**config.mk**
```make
export PLATFORM = sky130hd
export DESIGN_NAME = coin_acceptor
export DESIGN_NICKNAME = d
export VERILOG_FILES = /design/src/rtl/coin_pkg.sv /design/src/rtl/coin_debounce.sv /design/src/rtl/coin_acceptor.sv
export SDC_FILE = /design/constraint.sdc
export NUM_CORES = 1
export LEC_CHECK = 0
export ABC_AREA = 1
export BUFFER_PORTS_ARGS = -buffer_cell sky130_fd_sc_hd__buf_2
export CORE_ASPECT_RATIO = 0.5
export CORE_MARGIN = 2
export CORE_UTILIZATION = 40
export CTS_CLUSTER_DIAMETER = 80
export DETAILED_ROUTE_END_ITERATION = 12
export PLACE_DENSITY_LB_ADDON = 0.25
export SYNTH_ARGS = -nofsm -noshare
export SYNTH_HDL_FRONTEND = slang
export SYNTH_SLANG_ARGS = --single-unit
```
**constraint.sdc**
```tcl
create_clock -name clk -period 2.63 [get_ports clk]
set_input_delay 0.263 -clock clk [delete_from_list [all_inputs] [get_ports clk]]
set_output_delay 0.263 -clock clk [all_outputs]
set_load 0.01 [all_outputs]
```
**src/rtl/coin_pkg.sv**
```systemverilog
// Coin codes and debouncer state encoding, shared with the vending controller.
package coin_pkg;

    typedef logic [1:0] coin_t;

    localparam coin_t COIN_NONE = 2'b00;
    localparam coin_t COIN_5    = 2'b01;
    localparam coin_t COIN_10   = 2'b10;

    typedef enum logic [1:0] {
        DB_LOW       = 2'd0,
        DB_RISE_WAIT = 2'd1,
        DB_HIGH      = 2'd2,
        DB_FALL_WAIT = 2'd3
    } db_state_e;

endpackage

```
**src/rtl/coin_debounce.sv**
```systemverilog
// One sensor channel: 2-flop synchronizer, level debouncer and a single detect
// pulse per accepted rising edge.
module coin_debounce
    import coin_pkg::*;
#(
    parameter int DEBOUNCE_CYCLES = 16
) (
    input  logic clk,
    input  logic rstn,
    input  logic i_raw,
    output logic o_detect
);

    localparam int CW = (DEBOUNCE_CYCLES > 2) ? $clog2(DEBOUNCE_CYCLES) : 1;
    localparam logic [CW-1:0] CNT_MAX = CW'(DEBOUNCE_CYCLES - 1);

    logic            r_sync1, r_sync2;
    db_state_e       r_state, w_state_nxt;
    logic [CW-1:0]   r_cnt, w_cnt_nxt;
    logic            w_detect;

    always_ff @(posedge clk or negedge rstn) begin
        if (!rstn) begin
            r_sync1 <= 1'b0;
            r_sync2 <= 1'b0;
            r_state <= DB_LOW;
            r_cnt   <= '0;
        end else begin
            r_sync1 <= i_raw;
            r_sync2 <= r_sync1;
            r_state <= w_state_nxt;
            r_cnt   <= w_cnt_nxt;
        end
    end

    // Detect is decoded from the transition so the push lands on the same edge
    // the debouncer enters HIGH.
    always_comb begin
        w_state_nxt = r_state;
        w_cnt_nxt   = r_cnt;
        w_detect    = 1'b0;
        case (r_state)
            DB_LOW: begin
                if (r_sync2) begin
                    w_state_nxt = DB_RISE_WAIT;
                    w_cnt_nxt   = '0;
                end
            end
            DB_RISE_WAIT: begin
                if (!r_sync2) begin
                    w_state_nxt = DB_LOW;
                end else if (r_cnt == CNT_MAX) begin
                    w_state_nxt = DB_HIGH;
                    w_cnt_nxt   = '0;
                    w_detect    = 1'b1;
                end else begin
                    w_cnt_nxt = r_cnt + 1'b1;
                end
            end
            DB_HIGH: begin
                if (!r_sync2) begin
                    w_state_nxt = DB_FALL_WAIT;
                    w_cnt_nxt   = '0;
                end
            end
            DB_FALL_WAIT: begin
                if (r_sync2) begin
                    w_state_nxt = DB_HIGH;
                end else if (r_cnt == CNT_MAX) begin
                    w_state_nxt = DB_LOW;
                    w_cnt_nxt   = '0;
                end else begin
                    w_cnt_nxt = r_cnt + 1'b1;
                end
            end
            default: begin
                w_state_nxt = DB_LOW;
                w_cnt_nxt   = '0;
            end
        endcase
    end

    assign o_detect = w_detect;

endmodule

```
**src/rtl/coin_acceptor.sv**
```systemverilog
// Coin front end: debounces nickel/dime sensors, queues coins in a FIFO with
// registered outputs, and fires the reject solenoid. Optional COIN_AUDIT_EN
// adds audit_total / audit_rejects counters.
module coin_acceptor
    import coin_pkg::*;
#(
    parameter int DEBOUNCE_CYCLES = 16,
    parameter int QUEUE_DEPTH     = 4
) (
    input  logic                             clk,
    input  logic                             rstn,
    input  logic                             nickel_in,
    input  logic                             dime_in,
    input  logic                             coin_ready,
    output logic [1:0]                       coin,
    output logic                             coin_valid,
    output logic                             reject_pulse,
    output logic [$clog2(QUEUE_DEPTH+1)-1:0] queue_level
`ifdef COIN_AUDIT_EN
    ,
    output logic [15:0]                      audit_total,
    output logic [7:0]                       audit_rejects
`endif
);

    localparam int AW = $clog2(QUEUE_DEPTH);
    localparam int LW = $clog2(QUEUE_DEPTH + 1);

    logic          w_nk_det, w_dm_det;
    logic          w_push_req, w_push, w_pop, w_drop, w_reject;
    coin_t         w_push_code, w_head_nxt;
    logic [LW-1:0] w_level_nxt;
    logic [AW-1:0] w_rd_nxt;

    coin_t         r_mem [QUEUE_DEPTH];
    logic [AW-1:0] r_wr, r_rd;
    logic [LW-1:0] r_level;
    coin_t         r_coin;
    logic          r_valid;
    logic          r_reject;

    coin_debounce #(.DEBOUNCE_CYCLES(DEBOUNCE_CYCLES)) u_db_nickel (
        .clk      (clk),
        .rstn     (rstn),
        .i_raw    (nickel_in),
        .o_detect (w_nk_det)
    );

    coin_debounce #(.DEBOUNCE_CYCLES(DEBOUNCE_CYCLES)) u_db_dime (
        .clk      (clk),
        .rstn     (rstn),
        .i_raw    (dime_in),
        .o_detect (w_dm_det)
    );

    always_comb begin
        w_push_req  = w_nk_det ^ w_dm_det;
        w_push_code = w_nk_det ? COIN_5 : COIN_10;
        w_pop       = r_valid & coin_ready;
        w_push      = w_push_req & ((r_level < LW'(QUEUE_DEPTH)) | w_pop);
        w_drop      = w_push_req & ~w_push;
        w_reject    = (w_nk_det & w_dm_det) | w_drop;
        w_level_nxt = r_level + LW'(w_push) - LW'(w_pop);
        w_rd_nxt    = r_rd + AW'(w_pop);
        // Next head: the incoming coin if the queue drains to empty this cycle.
        if (w_level_nxt == '0)
            w_head_nxt = COIN_NONE;
        else if (r_level == LW'(w_pop))
            w_head_nxt = w_push_code;
        else
            w_head_nxt = r_mem[w_rd_nxt];
    end

    always_ff @(posedge clk or negedge rstn) begin
        if (!rstn) begin
            for (int i = 0; i < QUEUE_DEPTH; i++) r_mem[i] <= COIN_NONE;
            r_wr     <= '0;
            r_rd     <= '0;
            r_level  <= '0;
            r_coin   <= COIN_NONE;
            r_valid  <= 1'b0;
            r_reject <= 1'b0;
        end else begin
            if (w_push) begin
                r_mem[r_wr] <= w_push_code;
                r_wr        <= r_wr + 1'b1;
            end
            r_rd     <= w_rd_nxt;
            r_level  <= w_level_nxt;
            r_coin   <= w_head_nxt;
            r_valid  <= (w_level_nxt != '0);
            r_reject <= w_reject;
        end
    end

    assign coin         = r_coin;
    assign coin_valid   = r_valid;
    assign reject_pulse = r_reject;
    assign queue_level  = r_level;

`ifdef COIN_AUDIT_EN
    logic [15:0] r_audit_total;
    logic [7:0]  r_audit_rejects;
    logic [16:0] w_audit_sum;

    assign w_audit_sum = {1'b0, r_audit_total} + ((r_coin == COIN_10) ? 17'd10 : 17'd5);

    always_ff @(posedge clk or negedge rstn) begin
        if (!rstn) begin
            r_audit_total   <= '0;
            r_audit_rejects <= '0;
        end else begin
            if (w_pop)
                r_audit_total <= w_audit_sum[16] ? 16'hFFFF : w_audit_sum[15:0];
            if (w_reject && r_audit_rejects != 8'hFF)
                r_audit_rejects <= r_audit_rejects + 1'b1;
        end
    end

    assign audit_total   = r_audit_total;
    assign audit_rejects = r_audit_rejects;
`endif

endmodule

```
==> impl_metrics.ini <==
[logic_synthesis]
synth_seq_cells = 35
synth_area_leaders = dfrtp_1, nand2_1, ha_1
ys_seq_area_frac = 0.504
syn_area_um2 = 1740
synth_ff_type = dfrtp_1
synth_nets = 216
synth.top_cell.area_share = 0.504
synth-async-reset-ratio = 1.00
synth_edf_count = 0
synth.avg_cell_area_um2 = 8.70
synth.distinct_cells = 20
ys_warn_count = 0
syn_inst = 200
ys_top_cells_by_count = nand2_1, dfrtp_1, inv_1
yosys.area.top_type = dfrtp_1
yosysMostFrequentCell = nand2_1

[placed_design]
dp_hpwl_um = 2110
routabilityCongestion = 0.806
place.port_buffers = 11
place_area_um2 = 1910
dp_slack_ns = -0.114

[power_and_ir_drop]
power.leakage_nw = 1.17
power_density_nw_per_um2 = 695
power.total_mw = 1.56
ir_drop_v = 0.000217

[timing]
setup_violations = 0
finClkSkew_ns = 0.00800
hold_violations = 0
setup_ws_ns = 0.0575
grt_setup_unrepaired = yes
timing.hold.ws_ns = 0.0670
worst_pin_slew_ns = 0.789
slew_violations = 0
finalSetupTns_ns = 0
relSlewSlack = 0.474
fin_crit_sh = 0.978
min_period_ns = 2.57
fmax_ghz = 0.389

[clock_network]
cts_tree = built
path_clk_slew_ns = 0.07
ctsHoldBuffers = 0
h-tree-depth = 2
clk_path_buf_depth = 2
clock_sink_count = 35
root_buffer = clkbuf_8
cts_buffers = 5
clock_latency_ns = 0.28

[cells_and_area]
antenna_cells = 0
drive_gt1_frac = 0.313
nNetsFinal = 258
stdcell_area_um2 = 2250
synthToLayoutAreaGrowth_pct = 29.2

[grt]
grt_util_all_layers = 0.147
antenna_found_initial = 0
grt_pass1_wl_um = 5710
grt_pass1_vias = 1333
grt_overflow = 0
grt_start_max_net_pins = 36

[critical_path]
timing.critical_path.required_ns = 2.81
cp-start-kind = register
endpoint_kind = register
critPathArrivalTime_ns = 2.75
critPathKind = reg2reg
worstPathMaxFanout = 3

[detailed_routing]
antenna_left = 0
vias = 1386
drtIter0Drc = 97
remaining_drc_errors = 0
via_per_inst = 4.67
routed_wl_um = 3340
firstDrtPassIters = 4
routedWlPerCell_um = 11.2

[die]
core_um2 = 4040
initial_utilization = 0.430
die-area_um2 = 4920
io_pins = 12
rows = 16
chipWidth_um = 97.3
die_h_um = 50.6

[outcome]
outcome = complete, no violations

[min_path]
worst_hold_path_type = in2async

[run]
drv_cap = 0
[sequential cells by signal, indices dropped and copies added (netlist names), named ones only]
| name | count |
|---|---|
| r_mem | 8 |
| u_db_dime.r_cnt | 4 |
| u_db_nickel.r_cnt | 4 |
| queue_level | 3 |
| coin | 2 |
| r_rd | 2 |
| r_wr | 2 |
| coin_valid | 1 |
| reject_pulse | 1 |
| u_db_dime.r_state | 1 |
| u_db_dime.r_sync1 | 1 |
| u_db_dime.r_sync2 | 1 |
| u_db_nickel.r_state | 1 |
| u_db_nickel.r_sync1 | 1 |
| u_db_nickel.r_sync2 | 1 |
[worst paths after layout]
path	from	end	slack [ns]	depth (start not counted)
worst min-delay path	rstn	coin[1]	0.07	1
worst max register to register	u_db_dime.r_cnt[0]	coin[1]	0.06	15
max in group asynchronous	rstn	queue_level[1]	2.07	1
min in group clk	nickel_in	u_db_nickel.r_sync1	0.08	1
worst min register to register	u_db_nickel.r_sync1	u_db_nickel.r_sync2	0.35	0
worst max-delay path	u_db_dime.r_cnt[0]	coin[1]	0.06	15
[report_power, final]
part | switching, mW | internal, mW | leakage (nW)
registers | 0.0676 | 0.615 | 0.417
logic | 0.267 | 0.183 | 0.699
clock network | 0.191 | 0.238 | 0.0505
[cell families (layout without fill, tap and decap cells)]
group,Yosys count,count (layout),synth area share
flops,35,35,0.504
simple gates,96,96,0.260
xor+xnor,1,1,0.00504
fa+ha+maj,11,11,0.0835
buf+inv,33,76,0.0712
compound gates,24,24,0.0770
[layout make-up]
| cell class | instances | area, um^2 |
|---|---|---|
| multi-input cells | 132 | 837 |
| fillers | 366 | 1800 |
| well taps | 54 | 67.6 |
| inverters | 33 | 124 |
| repair buffers | 35 | 239 |
| flip-flops and latches | 35 | 876 |
| clock buffers | 7 | 96.3 |
| clock inverters | 1 | 7.51 |
[worst max-delay path, cell delays in order, from the launching register on]
cell and delay [ns]:
dfrtp_1 0.41, ha_4 0.18, nand2_4 0.08, nor2_4 0.05
nand2_2 0.10, nor2_4 0.04, ha_4 0.28, nand2_4 0.06
ha_4 0.26, inv_2 0.04, ha_4 0.14, fa_1 0.46
nor2_1 0.15, nand3_2 0.10, nand2_1 0.08, nor2_1 0.04
[stage by stage]
stage	util	cells
after floorplan	-	200
after global placement	0.473	272
after detailed placement	0.473	272
after CTS	0.532	294
after global routing	0.556	297
final	0.556	297
[placed cells by master, fill, tap and decap left out, types with 4 or more instances in the layout]
cell type and n:
inv_1 31, o21ai_0 9, buf_2 11, nor2_4 4, nand3_1 7, nand2_1 53, dfrtp_1 35, o21a_1 4
clkbuf_8 7, ha_4 4, ha_1 5, nand2_2 7, nor2_1 10, buf_4 23, nor2_2 6, nand2_4 4
a21oi_1 9
[routing by layer]
metal | part of all wire | vias to the layer above | routed length (um) | global-route usage
met5 | 0 | - | 0 | 0
li1 | - | 702 | - | -
met4 | 0.0087 | 0 | 29 | 0.0556
met2 | 0.50 | 18 | 1650 | 0.260
met3 | 0.032 | 4 | 107 | 0.0390
met1 | 0.46 | 662 | 1550 | 0.176
[repair_timing]
action,in CTS,in global routing
hold endpoints to repair,0,0
pin swaps,6,5
setup buffers,14,4
endpoints found under the setup margin,3,6
gates resized for setup,7,14
Power figures use the tool's default switching activity.
